[src/rtl/grid_renderer_if.sv]
// Entity-store lookup channel: the renderer asks for one cell colour, the store answers with a
// single-cycle rsp_valid pulse carrying that colour.
interface grid_renderer_if #(
    parameter int COLOR_W = 16
);
    logic               req_valid;
    logic [5:0]         req_x;
    logic [5:0]         req_y;
    logic               rsp_valid;
    logic [COLOR_W-1:0] rsp_data;

    modport master (output req_valid, req_x, req_y, input rsp_valid, rsp_data);
    modport slave  (input req_valid, req_x, req_y, output rsp_valid, rsp_data);
endinterface

[src/rtl/grid_renderer.sv]
// Tile-grid pixel renderer with next-cell colour prefetch, snake direction register and game-tick divider.
// Optional build macro GRID_LINES_EN draws a 1-px grid in the last row/column of every cell.
module grid_renderer #(
    parameter int                 X_W         = 9,
    parameter int                 Y_W         = 9,
    parameter int                 CELL_SHIFT  = 3,
    parameter int                 GRID_W      = 40,
    parameter int                 GRID_H      = 30,
    parameter int                 COLOR_W     = 16,
    parameter int                 TICK_FRAMES = 16,
    parameter logic [COLOR_W-1:0] MISS_COLOR  = 16'hF800
) (
    input  logic               clk,
    input  logic               rst_n,
    input  logic [X_W-1:0]     x,
    input  logic [Y_W-1:0]     y,
    input  logic               de,
    input  logic               vsync,
    input  logic [3:0]         mov,
    grid_renderer_if.master    ent,
    output logic [COLOR_W-1:0] pixel_data,
    output logic [1:0]         mov_dir,
    output logic               tick,
    output logic               underrun
);

    localparam int                 CX_W       = X_W - CELL_SHIFT;
    localparam int                 CY_W       = Y_W - CELL_SHIFT + 1;
    localparam int                 FC_W       = (TICK_FRAMES > 1) ? $clog2(TICK_FRAMES) : 1;
    localparam logic [CX_W-1:0]    LAST_CX    = CX_W'(GRID_W - 1);
    localparam logic [CY_W-1:0]    ROWS       = CY_W'(GRID_H);
    localparam logic [Y_W:0]       ONE_Y      = (Y_W+1)'(1);
    localparam logic [FC_W-1:0]    LAST_FRAME = FC_W'(TICK_FRAMES - 1);
    localparam logic [COLOR_W-1:0] LINE_COLOR = COLOR_W'(16'h2104);

    typedef enum logic [1:0] {IDLE, REQ, WAIT, READY} state_t;

    state_t             state_reg, state_next;
    logic [5:0]         req_x_reg, req_y_reg;
    logic [COLOR_W-1:0] staging_reg;
    logic [COLOR_W-1:0] cell_color_reg, cell_color_next;
    logic [COLOR_W-1:0] pixel_reg, pixel_next;
    logic               underrun_reg;
    logic               miss;

    logic [1:0]         pending_reg, pending_next;
    logic [1:0]         mov_dir_reg;
    logic [1:0]         key_dir;
    logic               vsync_reg;
    logic [FC_W-1:0]    frame_cnt_reg;
    logic               tick_reg, tick_next;
    logic               vsync_rise;

    logic               cell_start;
    logic               on_grid_line;
    logic [CX_W-1:0]    cx;
    logic [CY_W-1:0]    cy_raw, cy, ny_raw, ny;
    logic [5:0]         target_x, target_y;

    assign cell_start = de & (x[CELL_SHIFT-1:0] == '0);
    assign cx         = x[X_W-1:CELL_SHIFT];
    assign cy_raw     = {1'b0, y[Y_W-1:CELL_SHIFT]};
    assign cy         = cy_raw % ROWS;
    assign ny_raw     = CY_W'(({1'b0, y} + ONE_Y) >> CELL_SHIFT);
    assign ny         = ny_raw % ROWS;

`ifdef GRID_LINES_EN
    assign on_grid_line = (&x[CELL_SHIFT-1:0]) | (&y[CELL_SHIFT-1:0]);
`else
    assign on_grid_line = 1'b0;
`endif

    // The last column of a line prefetches column 0 of the following line (wrapping to row 0).
    always_comb begin
        target_x = '0;
        target_y = 6'(ny);
        if (cx < LAST_CX) begin
            target_x = 6'(cx + CX_W'(1));
            target_y = 6'(cy);
        end
    end

    always_comb begin
        state_next = state_reg;
        case (state_reg)
            REQ:         state_next = WAIT;
            WAIT:        if (ent.rsp_valid) state_next = READY;
            IDLE, READY: state_next = state_reg;
            default:     state_next = IDLE;
        endcase
        if (cell_start) state_next = REQ;
    end

    // A cell start while the fetch is still outstanding shows MISS_COLOR; straight after reset shows 0.
    always_comb begin
        cell_color_next = cell_color_reg;
        miss            = 1'b0;
        if (cell_start) begin
            case (state_reg)
                READY:     cell_color_next = staging_reg;
                REQ, WAIT: begin
                    cell_color_next = MISS_COLOR;
                    miss            = 1'b1;
                end
                default:   cell_color_next = '0;
            endcase
        end
        if (!de)               pixel_next = '0;
        else if (on_grid_line) pixel_next = LINE_COLOR;
        else                   pixel_next = cell_color_next;
    end

    always_ff @(posedge clk or negedge rst_n) begin
        if (!rst_n) begin
            state_reg      <= IDLE;
            req_x_reg      <= '0;
            req_y_reg      <= '0;
            staging_reg    <= '0;
            cell_color_reg <= '0;
            pixel_reg      <= '0;
            underrun_reg   <= 1'b0;
        end else begin
            state_reg      <= state_next;
            cell_color_reg <= cell_color_next;
            pixel_reg      <= pixel_next;
            if (cell_start) begin
                req_x_reg <= target_x;
                req_y_reg <= target_y;
            end
            if (state_reg == WAIT && ent.rsp_valid) staging_reg <= ent.rsp_data;
            if (miss) underrun_reg <= 1'b1;
        end
    end

    // Lowest-index key wins first; only then is it rejected if it reverses the applied direction.
    always_comb begin
        key_dir      = '0;
        pending_next = pending_reg;
        for (int i = 3; i >= 0; i--) begin
            if (mov[i]) key_dir = 2'(i);
        end
        if ((|mov) && (key_dir != (mov_dir_reg ^ 2'd2))) pending_next = key_dir;
    end

    assign vsync_rise = vsync & ~vsync_reg;
    assign tick_next  = vsync_rise && (frame_cnt_reg == LAST_FRAME);

    always_ff @(posedge clk or negedge rst_n) begin
        if (!rst_n) begin
            vsync_reg     <= 1'b0;
            frame_cnt_reg <= '0;
            tick_reg      <= 1'b0;
            pending_reg   <= '0;
            mov_dir_reg   <= '0;
        end else begin
            vsync_reg   <= vsync;
            tick_reg    <= tick_next;
            pending_reg <= pending_next;
            if (vsync_rise) frame_cnt_reg <= tick_next ? '0 : frame_cnt_reg + FC_W'(1);
            if (tick_next)  mov_dir_reg   <= pending_reg;
        end
    end

    assign ent.req_valid = (state_reg == REQ);
    assign ent.req_x     = req_x_reg;
    assign ent.req_y     = req_y_reg;
    assign pixel_data    = pixel_reg;
    assign mov_dir       = mov_dir_reg;
    assign tick          = tick_reg;
    assign underrun      = underrun_reg;

endmodule

[src/flat_wrapper.sv]
// flat-port wrapper written by rule: the top's interface ports become plain ports
module grid_renderer_flat 
#(
    parameter int                 X_W         = 9,
    parameter int                 Y_W         = 9,
    parameter int                 CELL_SHIFT  = 3,
    parameter int                 GRID_W      = 40,
    parameter int                 GRID_H      = 30,
    parameter int                 COLOR_W     = 16,
    parameter int                 TICK_FRAMES = 16,
    parameter logic [COLOR_W-1:0] MISS_COLOR  = 16'hF800
)
  (clk, rst_n, x, y, de, vsync, mov, pixel_data, mov_dir, tick, underrun, ent_req_valid, ent_req_x, ent_req_y, ent_rsp_valid, ent_rsp_data);
  grid_renderer_if #(.COLOR_W(COLOR_W)) ent_i ();
  input  logic clk;
  input  logic rst_n;
  input  logic [X_W-1:0] x;
  input  logic [Y_W-1:0] y;
  input  logic de;
  input  logic vsync;
  input  logic [3:0] mov;
  output logic [COLOR_W-1:0] pixel_data;
  output logic [1:0] mov_dir;
  output logic tick;
  output logic underrun;
  output wire logic [$bits(ent_i.req_valid)-1:0] ent_req_valid;
  output wire logic [$bits(ent_i.req_x)-1:0] ent_req_x;
  output wire logic [$bits(ent_i.req_y)-1:0] ent_req_y;
  input wire logic [$bits(ent_i.rsp_valid)-1:0] ent_rsp_valid;
  input wire logic [$bits(ent_i.rsp_data)-1:0] ent_rsp_data;
  assign ent_req_valid = ent_i.req_valid;
  assign ent_req_x = ent_i.req_x;
  assign ent_req_y = ent_i.req_y;
  assign ent_i.rsp_valid = ent_rsp_valid;
  assign ent_i.rsp_data = ent_rsp_data;
  grid_renderer #(.X_W(X_W), .Y_W(Y_W), .CELL_SHIFT(CELL_SHIFT), .GRID_W(GRID_W), .GRID_H(GRID_H), .COLOR_W(COLOR_W), .TICK_FRAMES(TICK_FRAMES), .MISS_COLOR(MISS_COLOR)) u_core (.clk(clk), .rst_n(rst_n), .x(x), .y(y), .de(de), .vsync(vsync), .mov(mov), .ent(ent_i), .pixel_data(pixel_data), .mov_dir(mov_dir), .tick(tick), .underrun(underrun));
endmodule
[config.mk]
export PLATFORM = sky130hd
export DESIGN_NAME = grid_renderer_flat
export DESIGN_NICKNAME = d
export VERILOG_FILES = /design/src/rtl/grid_renderer_if.sv /design/src/rtl/grid_renderer.sv /design/src/flat_wrapper.sv
export SDC_FILE = /design/constraint.sdc
export NUM_CORES = 1
export LEC_CHECK = 0
export CORE_MARGIN = 4
export CORE_UTILIZATION = 50
export CTS_CLUSTER_DIAMETER = 80
export DETAILED_ROUTE_END_ITERATION = 8
export GPL_ROUTABILITY_DRIVEN = 0
export PLACE_DENSITY = 0.76
export SETUP_SLACK_MARGIN = 0.3
export SYNTH_ARGS = -nofsm -noshare
export SYNTH_HDL_FRONTEND = slang
export SYNTH_SLANG_ARGS = --single-unit
[constraint.sdc]
create_clock -name clk -period 2.09 [get_ports clk]
set_input_delay 0.418 -clock clk [delete_from_list [all_inputs] [get_ports clk]]
set_output_delay 0.418 -clock clk [all_outputs]
set_load 0.05 [all_outputs]
=== Word level (Yosys, flattened, before mapping) ===
Index checks and enable logic that the tools add are counted.

* Add/sub/neg operators: 3
* Divide/modulo/power cells: 2
* Order comparisons: 1
* Equality and inequality tests: 7
* Muxes and demuxes: 15
* Bitwise logic cells: 4
* Reductions and logical operators: 9

{| class="wikitable"
|+ Operator list
! operator !! count
|-
| $mux W16 || 2
|-
| $pmux W16 S2 || 1
|-
| $mux W2 || 6
|-
| $mux W6 || 2
|-
| $add A9 B1 Y10 const B || 1
|-
| $mod A6 B5 Y7 const B || 1
|-
| $mod A7 B5 Y7 const B || 1
|-
| $add A6 B1 Y6 const B || 1
|-
| $lt A6 B6 Y1 const B || 1
|-
| $add A4 B1 Y4 const B || 1
|-
| $eq A2 B2 Y1 const B || 2
|-
| $eq A4 B4 Y1 const B || 1
|-
| $mux W4 || 1
|-
| $pmux W2 S2 || 1
|-
| $reduce_or A2 Y1 || 2
|-
| $reduce_or A4 Y1 || 1
|-
| $logic_and A1 B1 Y1 || 3
|-
| $logic_not A3 Y1 || 1
|-
| $ne A3 B2 Y1 const B || 1
|-
| $and A1 B1 Y1 || 2
|-
| $eq A2 B1 Y1 const B || 1
|-
| $logic_not A2 Y1 || 1
|-
| $mux W1 || 2
|-
| $ne A2 B1 Y1 const B || 1
|-
| 3 further kinds || 4
|}

* Register bits: 73
* Output and inout bits: 33
* Word-level logic and storage cells: 53

=== Depth between registers and ports, before layout ===
Gate-level depths: netlist of run 1.

* Depth in word-level cells: 6
* Gate-level depth with buffers: 7
* Gate-level depth less buffers: 6

=== Least setup slack after synthesis of run 1 ===
No wires, ideal clock.

* Path kind: input to register
* Start: in x[3]
* End: reg u_core.req_y_reg[2], in the netlist u_core.ent.req_y[2]
* Data arrival time: 1715 ps
* Required time: 1967 ps
* Setup slack: 252 ps
* Stages: 6
* Cells stage by stage: ha_1 a211o_1 and3_1 maj3_1 o21ai_0 o21ai_1

* Word-level cells in the longest chain between the ends: 2

{| class="wikitable"
|+ Ends and longest elaborated chain
! item !! RTL line !! RTL
|-
| from (decl) || flat_wrapper.sv:17 || <nowiki>input logic [X_W-1:0] x;</nowiki>
|-
| $lt A6 B6 Y1 || grid_renderer.sv:77 || <nowiki>if (cx < LAST_CX) begin</nowiki>
|-
| $mux W6 || grid_renderer.sv:77 ||
|-
| to (signal assigned) || grid_renderer.sv:128 || <nowiki>req_y_reg <= target_y;</nowiki>
|-
| to (decl) || grid_renderer.sv:39 || <nowiki>logic [5:0] req_x_reg, req_y_reg;</nowiki>
|}

Every way passes these cells.
A chain may end at the register's enable or synchronous reset.

=== Worst setup path in the final report of run 1 ===
* Start: in de
* End: reg u_core.pixel_reg[15], in the netlist u_core.pixel_data[15]

* Word-level cells in the longest chain between the ends: 3

{| class="wikitable"
|+ Ends and longest elaborated chain
! item !! RTL line !! RTL
|-
| from (decl) || flat_wrapper.sv:19 || <nowiki>input logic de;</nowiki>
|-
| $and A1 B1 Y1 || grid_renderer.sv:60 || <nowiki>assign cell_start = de & (x[CELL_SHIFT-1:0] == '0);</nowiki>
|-
| $mux W16 || grid_renderer.sv:98 || <nowiki>if (cell_start) begin</nowiki>
|-
| net u_core.cell_color_next[15] || grid_renderer.sv:41 || <nowiki>logic [COLOR_W-1:0] cell_color_reg, cell_color_next;</nowiki>
|-
| $mux W16 || grid_renderer.sv:108 || <nowiki>if (!de) pixel_next = '0;</nowiki>
|-
| net u_core.pixel_next[15] || grid_renderer.sv:42 || <nowiki>logic [COLOR_W-1:0] pixel_reg, pixel_next;</nowiki>
|-
| to (signal assigned) || grid_renderer.sv:125 || <nowiki>pixel_reg <= pixel_next;</nowiki>
|-
| to (decl) || grid_renderer.sv:42 ||
|}

The timed path passes the listed nets, and every way through them passes these cells.

==> results_dict.tcl, run 1 <==
set metrics [dict create \
    setup_tns_ns 0 \
    r2r_end "u_core.pixel_data[10]" \
    clkLatencyLatePin_ns 0.35 \
    dp_hpwl_um 5590 \
    fill_cells 496 \
    min_period_ns 1.76 \
    numPortBuffers 75 \
    switching_share 0.367 \
    syn_inst 318 \
    vias_per_cell 5.42 \
    synthFlopType "dfrtp_1" \
    yosys_register_bits 73 \
    synthToLayoutAreaGrowth_pct 38.9 \
    setup_ws_ns 0.330 \
    grt_pass1_vias 2784 \
    power_frac_clock 0.233 \
    finalPower_mw 5.16 \
    peakVddDrop_mv 0.595 \
    wire_per_inst_um 15.6 \
    die_h_um 90.0 \
    p_seq_frac 0.411 \
    rsz0062_at_grt "true" \
    startpoint_type "input pin" \
    root_buffer "clkbuf_8" \
    wl_um 7910 \
    synth_cell_types 50 \
    final_cell_mix "dfrtp_1, nand2_1, clkdlybuf4s50_1, buf_4, dlygate4sd2_1" \
    regArea_mm2 0.00183 \
    cts.path.max_buffers 2 \
    async_flop_share 1.00 \
    cts_buffers 9 \
    die_w_um 90.0 \
    outcome "completed" \
    arrival_ns 2.05 \
    combPwrFrac 0.356 \
    antenna_left 0 \
    synthTopCellsByArea "dfrtp_1, mux2_2, nand2_1, and2_1, a21oi_1" \
    syn_nets 367 \
    ios 76 \
    worst_pin_slew_ns 0.522 \
    final.period_utilization 0.842 \
    final_common_cell "dfrtp_1" \
    switchingPower_mw 1.89 \
    synth-edff-count 0 \
    diodes 0 \
    clk_pin_slew_ns 0.08 \
    endpoint_kind "flip-flop" \
    num_rows 29 \
    track_usage 0.206 \
    dr.pass1.iters 4 \
    syn_area_mm2 0.00336 \
    yosys_warnings 0 \
    slew_headroom 0.654 \
    cts-hold-fix-buffers 0 \
    hp-class "in2async" \
    remaining_drc_errors 0 \
    synth.yosys.seq_area_share 0.543 \
    place_ws_ns -0.198 \
    worst-path-max-fanout 34 \
    crit-reg2reg-launch "u_core.state_reg[0]" \
    nets 474 \
    netlist.area_leader.share 0.543 \
    cap_violations 0 \
    drt_iter0_markers 111 \
    synth_largest_area_cell "dfrtp_1" \
    internal_power_mw 3.27 \
    drive_gt1_frac 0.209 \
    finClkSkew_ns 0.0131 \
    vias 2747 \
    multiInputGateArea_mm2 0.00150 \
    grt_pass1_wl_um 13500 \
    finalHoldViolations 0 \
    avgSynthCellArea_um2 10.6 \
    start_util 0.521 \
    p_leak_nw 2.25 \
    drv_slew 0 \
    gr-total-overflow 0 \
    cts_tree "built" \
    core_area_mm2 0.00646 \
    cts_max_level 3 \
    grt_max_degree 41 \
    setup_viol 0 \
    worstSetupPathType "in2reg" \
    dieArea_mm2 0.00811 \
    antenna_found_initial 0 \
    worst-r2r-setup-slack_ns 0.49 \
    clkSinkCount 73 \
    crit_required_ns 2.38 \
    power.density_mw_per_mm2 1100 \
    reg2reg_depth 5 \
    max_freq_ghz 0.568 \
]
## power by group through the flow
stage | sequential (mW) | clock [mW] | combinational [mW]
after floorplan | 2.55 | 0 | 0.808
after global placement | 2.13 | 0 | 1.87
after detailed placement | 2.16 | 0 | 1.92
after CTS | 2.13 | 1.23 | 1.84
after global routing | 2.18 | 1.29 | 2.01
final | 2.12 | 1.20 | 1.84
## layout make-up
class                      count  share of cell area
tap                           77              0.0206
inverter                       8             0.00643
clock inverter                 6              0.0193
multi-input combinational    221               0.321
timing repair buffer         112               0.214
sequential                    73               0.391
clock buffer                  10              0.0273
## routing by layer
metal | part of all wire | vias to the layer above | GRT usage | routed length [µm]
met3 | 0.052 | 17 | 0.0484 | 413
met1 | 0.41 | 1309 | 0.255 | 3280
li1 | - | 1334 | - | -
met4 | 0.022 | 0 | 0.0880 | 173
met2 | 0.51 | 87 | 0.345 | 4050
met5 | 0 | - | 0 | 0
## stage by stage
step                      cell area, µm²  instances  utilization  hold WS, ns
after global placement              4420        488        0.685        0.393
after floorplan                     3370        318            -        0.122
after global routing                4670        507        0.724       0.0257
after CTS                           4640        506        0.718      0.00768
final                               4670        507        0.724      0.00312
after detailed placement            4420        488        0.685        0.392
## how the worst max path moves through the flow
stage                            startpoint                    end  depth (start not counted)  slack, ns
final                                    de  u_core.pixel_data[15]                          5       0.33
after global routing                   x[1]    u_core.ent.req_x[2]                          5       0.29
after CTS                 u_core.mov_dir[1]             mov_dir[1]                          1       0.27
after detailed placement               x[3]    u_core.ent.req_y[3]                          7      -0.20
after global placement                 x[3]    u_core.ent.req_y[2]                          7      -0.14
after floorplan                        x[3]    u_core.ent.req_y[2]                          6       0.34
## synthesized netlist by cell type (all sizes together), types with 3 or more instances
| cell type | count |
|---|---|
| a211o | 3 |
| clkbuf | 8 |
| nand4 | 3 |
| nor3 | 5 |
| a31oi | 3 |
| buf | 8 |
| mux2 | 18 |
| nor2 | 9 |
| xor2 | 4 |
| a21oi | 16 |
| nor2b | 3 |
| dfrtp | 73 |
| nand2 | 51 |
| o31ai | 10 |
| ha | 6 |
| xnor2 | 4 |
| and2 | 19 |
| mux2i | 3 |
| o21ai | 17 |
| nand3 | 16 |
| inv | 8 |
## cells by family after synthesis
family	count (synthesis)	share of synthesized area
simple gates	120	0.179
fa+ha+maj	7	0.0253
compound gates	65	0.132
xor+xnor	8	0.0208
mux	21	0.0692
flops	73	0.543
buf+inv	24	0.0309
## critical path, cell delays in order
cell,delay [ns]
clkdlybuf4s50_1,0.49
or4b_4,0.48
buf_12,0.19
o31ai_1,0.29
and2_1,0.17
## repair_timing
| item | in CTS | in global routing |
|---|---|---|
| gates resized for setup | 40 | 13 |
| gates cloned | 0 | 0 |
| setup endpoints to repair | 49 | 14 |
| pin swaps | 5 | 3 |
| setup buffers | 2 | 1 |
Power figures use the tool's default switching activity.
==> run 2, diff against run 1 <==
- CORE_UTILIZATION: 50 -> 45
- PLACE_DENSITY: 0.76 -> 0.72
- clock period: 2.09 -> 1.57 ns (I/O delays scaled with it)
==> run 2 against run 1 <==
Clock power grew 8%; worst setup slack lost 0.22 ns; register-to-register slack lost 0.37 ns; sequential share of layout area shrank 6.0 points; clock skew shrank 0.0035 ns; via count grew 8.7%; sequential cell count is the same; critical path depth shrank 2; non-clock buffer count grew 40; final cell count grew 12%; global-route usage grew 1.3 points.
==> results_dict.tcl, run 2 (same netlist as run 1, synthesis figures left out) <==
set metrics [dict create \
    remaining_drc_errors 0 \
    final_common_cell "buf_4" \
    synthToLayoutAreaGrowth_pct 64.6 \
    endpoint_kind "primary output" \
    rsz0062_at_grt "true" \
    ios 76 \
    outcome "completed" \
    arrival_ns 1.15 \
    cpMaxStageDelayCell "dfrtp_1" \
    power.density_mw_per_mm2 1430 \
    setup_ws_ns 0.105 \
    track_usage 0.219 \
    num_rows 31 \
    dp_hpwl_um 5860 \
    grt-busiest-layer "met2" \
    numPortBuffers 75 \
    worst-path-max-fanout 3 \
    nets 514 \
    use_met1 0.273 \
    grt_pass1_vias 3075 \
    die_h_um 94.5 \
    cts_max_level 3 \
    grt_pass1_wl_um 15000 \
    vias 2986 \
    cts.path.max_buffers 2 \
    setup_viol 0 \
    clkLatencyLatePin_ns 0.35 \
    vias_per_cell 5.25 \
    core_area_mm2 0.00725 \
    cp_cell_sequence "inv_2 > ha_4 > buf_12" \
    slew_headroom 0.761 \
    start_util 0.464 \
    antenna_left 0 \
    stdcell_area_mm2 0.00554 \
    grt_max_degree 41 \
    hp-class "in2reg" \
    place_ws_ns -0.586 \
    antenna_found_initial 0 \
    dieArea_mm2 0.00892 \
    cts_buffers 9 \
    drive_gt1_frac 0.481 \
    use_met2 0.370 \
    min_period_ns 1.46 \
    clk_pin_slew_ns 0.08 \
    cp_top_family "flip-flops" \
    finalHoldViolations 0 \
    wire_per_inst_um 16.8 \
    fin_util 0.764 \
    gr-total-overflow 0 \
    p_leak_nw 2.58 \
    crit_required_ns 1.26 \
    diodes 0 \
    peakVddDrop_mv 0.924 \
    root_buffer "clkbuf_8" \
    finClkSkew_ns 0.00961 \
    worst_pin_slew_ns 0.358 \
    cap_violations 0 \
    crit_buf_inv 2 \
    drv_slew 0 \
    max_freq_ghz 0.683 \
    die_w_um 94.5 \
    final_cell_mix "buf_4, dfrtp_1, nand2_1" \
    cp_slowest_stage_delay_ns 0.41 \
    clkSinkCount 73 \
    worstSetupPathType "reg2out" \
    drt_iter0_markers 204 \
    wl_um 9590 \
    startpoint_type "flip-flop" \
    final.period_utilization 0.933 \
    dr.pass1.iters 4 \
    cts_tree "built" \
    met3_usage 0.0486 \
    dpl-instance-area_mm2 0.00468 \
]
-- run 2: cell count changes in the layout (fill, tap and decap cells not counted), sizes merged --
cell	before	now
clkbuf	12	13
buf	39	119
clkinv	2	4
clkinvlp	1	2
dlygate4sd2	34	5
inv	9	8
clkdlybuf4s50	36	20
dlygate4sd3	0	1
bufinv	2	0
dlymetal6s2s	1	2
clkdlybuf4s15	0	2
-- run 2: report_power, final --
part	internal, mW	switching, mW
clock network	0.579	0.723
logic	1.73	1.92
registers	2.52	0.434
-- run 2: final timing paths --
| path | start | end | slack, ns | cells after the start |
|---|---|---|---|---|
| min in group asynchronous | rst_n | u_core.frame_cnt_reg[2] | 0.41 | 2 |
| max | u_core.state_reg[1] | ent_req_valid | 0.11 | 3 |
| max reg2reg | u_core.state_reg[0] | u_core.pixel_data[5] | 0.12 | 6 |
| min reg2reg | u_core.cell_color_reg[9] | u_core.cell_color_reg[9] | 0.47 | 2 |
| min | vsync | u_core.vsync_reg | 0.11 | 1 |
| max in group asynchronous | rst_n | u_core.state_reg[0] | 0.60 | 3 |
-- run 2: layout make-up --
type / count / area [µm²]
multi-input cells: 221 / 1880
clock inverters: 6 / 43.8
inverters: 8 / 33.8
repair buffers: 152 / 1500
flip-flops and latches: 73 / 1830
clock buffers: 10 / 128
well taps: 99 / 124
fillers: 455 / 1710
-- run 2: metrics by stage --
stage          power (mW)  cells  hold WS, ns  TNS [ns]
2_1_floorplan        4.68    318       0.0184         0
3_3_place_gp         5.60    525        0.248    -14.06
3_5_place_dp         5.70    525        0.252    -14.74
4_1_cts              7.54    563        0.266         0
5_1_grt              8.29    569        0.104         0
6_report             7.90    569        0.110         0
-- run 2: what timing repair did --
item,CTS,global route
endpoints found under the setup margin,69,76
hold endpoints to repair,24,0
resized for setup,103,57
pin swaps,28,22
hold buffers,1,0
setup buffers,18,5
cloned,3,1
-- run 2: metal layers --
| metal | wire, µm | part of all wire |
|---|---|---|
| met5 | 0 | 0 |
| met4 | 239 | 0.025 |
| met3 | 531 | 0.055 |
| met2 | 4920 | 0.51 |
| met1 | 3900 | 0.41 |
-- run 2: worst register-to-register path, delay by kind of cell, from the launching register on --
family	cells	cell delay, ns
buffers and inverters	1	0.16
adder cells (fa/ha/maj)	1	0.25
AND/OR/NAND/NOR	4	0.47
flip-flops	1	0.45
==> run 3, diff against run 2 <==
- CORE_UTILIZATION: 45 -> 57
- DONT_BUFFER_PORTS: default -> 1
- PLACE_DENSITY: 0.72 -> 0.71
==> run 3 against run 2 <==
The flow now finishes with violations (hold timing); fmax fell by 0.54%; combinational power fell by 46%; first-iteration DRC count fell by 22%; non-clock buffer count is 124 lower; sequential share of layout area rose by 12 points; clock power grew 28%; die area is 19% lower; routed wire length shrank 23%; clock skew is 0.0050 ns lower; register-to-register slack about the same; critical path depth is the same; worst hold slack worse by 0.45 ns; highest routed layer unchanged.
==> results_dict.tcl, run 3 (same netlist as run 1, synthesis figures left out) <==
set metrics [dict create \
    hp-class "in2async" \
    drv_slew 0 \
    antenna_left 0 \
    stdcell_area_mm2 0.00417 \
    wl_um 7420 \
    ios 76 \
    peakVddDrop_mv 1.41 \
    cts_buffers 9 \
    multiInputGateArea_mm2 0.00172 \
    dpl-instance-area_mm2 0.00360 \
    grt_max_degree 74 \
    start_util 0.600 \
    setup_viol 0 \
    die_w_um 84.8 \
    final_cell_mix "nand2_1, dfrtp_1, dfrtp_2" \
    p_leak_nw 1.86 \
    outcome "finished, violations left" \
    synthToLayoutAreaGrowth_pct 23.9 \
    power.density_mw_per_mm2 1710 \
    gr-total-overflow 0 \
    clk_pin_slew_ns 0.08 \
    root_buffer "clkbuf_8" \
    nets 391 \
    worstSetupPathType "reg2out" \
    antenna_found_initial 0 \
    vias_per_cell 5.94 \
    final.period_utilization 0.938 \
    grt_pass1_wl_um 12000 \
    finalHoldViolations 73 \
    dp_hpwl_um 4720 \
    finClkSkew_ns 0.00466 \
    final_common_cell "nand2_1" \
    crit_required_ns 1.26 \
    startpoint_type "flip-flop" \
    endpoint_kind "primary output" \
    cts_tree "built" \
    core_area_mm2 0.00561 \
    track_usage 0.214 \
    worst-r2r-setup-slack_ns 0.12 \
    cap_violations 0 \
    clkLatencyLatePin_ns 0.34 \
    vias 2488 \
    min_period_ns 1.47 \
    clkSinkCount 73 \
    cts-hold-fix-buffers 1 \
    cts.path.max_buffers 2 \
    violations "hold timing" \
    max_freq_ghz 0.679 \
    worst_pin_slew_ns 0.361 \
    remaining_drc_errors 0 \
    rsz0062_at_grt "true" \
    die_h_um 84.8 \
    wire_per_inst_um 17.7 \
    dr.pass1.iters 4 \
    slew_headroom 0.759 \
    fin_util 0.744 \
    regArea_mm2 0.00187 \
    drive_gt1_frac 0.375 \
    grt_pass1_vias 2578 \
    drt_iter0_markers 160 \
    worst-path-max-fanout 3 \
    hold_ws_ns -0.340 \
    dieArea_mm2 0.00720 \
    cts_max_level 3 \
    diodes 0 \
    fill_cells 404 \
    num_rows 27 \
    numPortBuffers 0 \
    arrival_ns 1.16 \
]
[run 3: power by group]
group / internal [mW] / total, mW / leakage [nW] / switching (mW)
Clock: 0.914 / 1.66 / 0.116 / 0.745
Combinational: 1.06 / 1.97 / 0.869 / 0.913
Sequential: 2.54 / 3.49 / 0.877 / 0.952
[run 3: per-stage QoR]
stage / setup slack, ns / setup TNS, ns / power, mW / instances
after global routing: 0.0136 / 0 / 7.51 / 419
after global placement: -0.00597 / -0.00597 / 4.90 / 387
after floorplan: 0.0340 / 0 / 4.68 / 318
after CTS: 0.123 / 0 / 6.93 / 410
after detailed placement: -0.0408 / -0.0549 / 4.97 / 387
final: 0.0974 / 0 / 7.12 / 419
[run 3: area by class of cell]
cell class,count,area share
sequential,73,0.448
multi-input combinational,222,0.411
timing repair buffer,28,0.0576
clock buffer,9,0.0297
clock inverter,7,0.0246
tap,72,0.0216
inverter,8,0.00720
[run 3: worst paths after layout]
| check | from | to | depth (start not counted) |
|---|---|---|---|
| min in group clk | x[3] | u_core.ent.req_x[0] | 1 |
| setup / recovery | u_core.state_reg[1] | ent_req_valid | 3 |
| setup reg to reg | u_core.state_reg[0] | u_core.pixel_data[1] | 6 |
| hold reg to reg | u_core.cell_color_reg[7] | u_core.cell_color_reg[7] | 2 |
| max in group asynchronous | rst_n | u_core.pixel_data[13] | 0 |
| hold / removal | rst_n | u_core.ent.req_x[3] | 0 |
[run 3: what timing repair did]
| action | CTS | global route |
|---|---|---|
| gates resized for setup | 49 | 25 |
| endpoints found under the setup margin | 85 | 60 |
| setup buffers | 5 | 9 |
| hold endpoints to repair | 74 | 73 |
| pin swaps | 2 | 17 |
| gates cloned | 1 | 0 |
[run 3: worst max-delay path: stages (launching register included)]
cell and delay (ns):
dfrtp_1 0.41, inv_2 0.12, ha_4 0.15, buf_8 0.14
[run 3: metal layers]
layer  global-route usage  share of wire  up-vias
met5                    0              0        -
met4                0.104          0.025        0
met3               0.0650          0.080       17
met2                0.345           0.48       94
met1                0.262           0.42     1211
li1                     -              -     1166
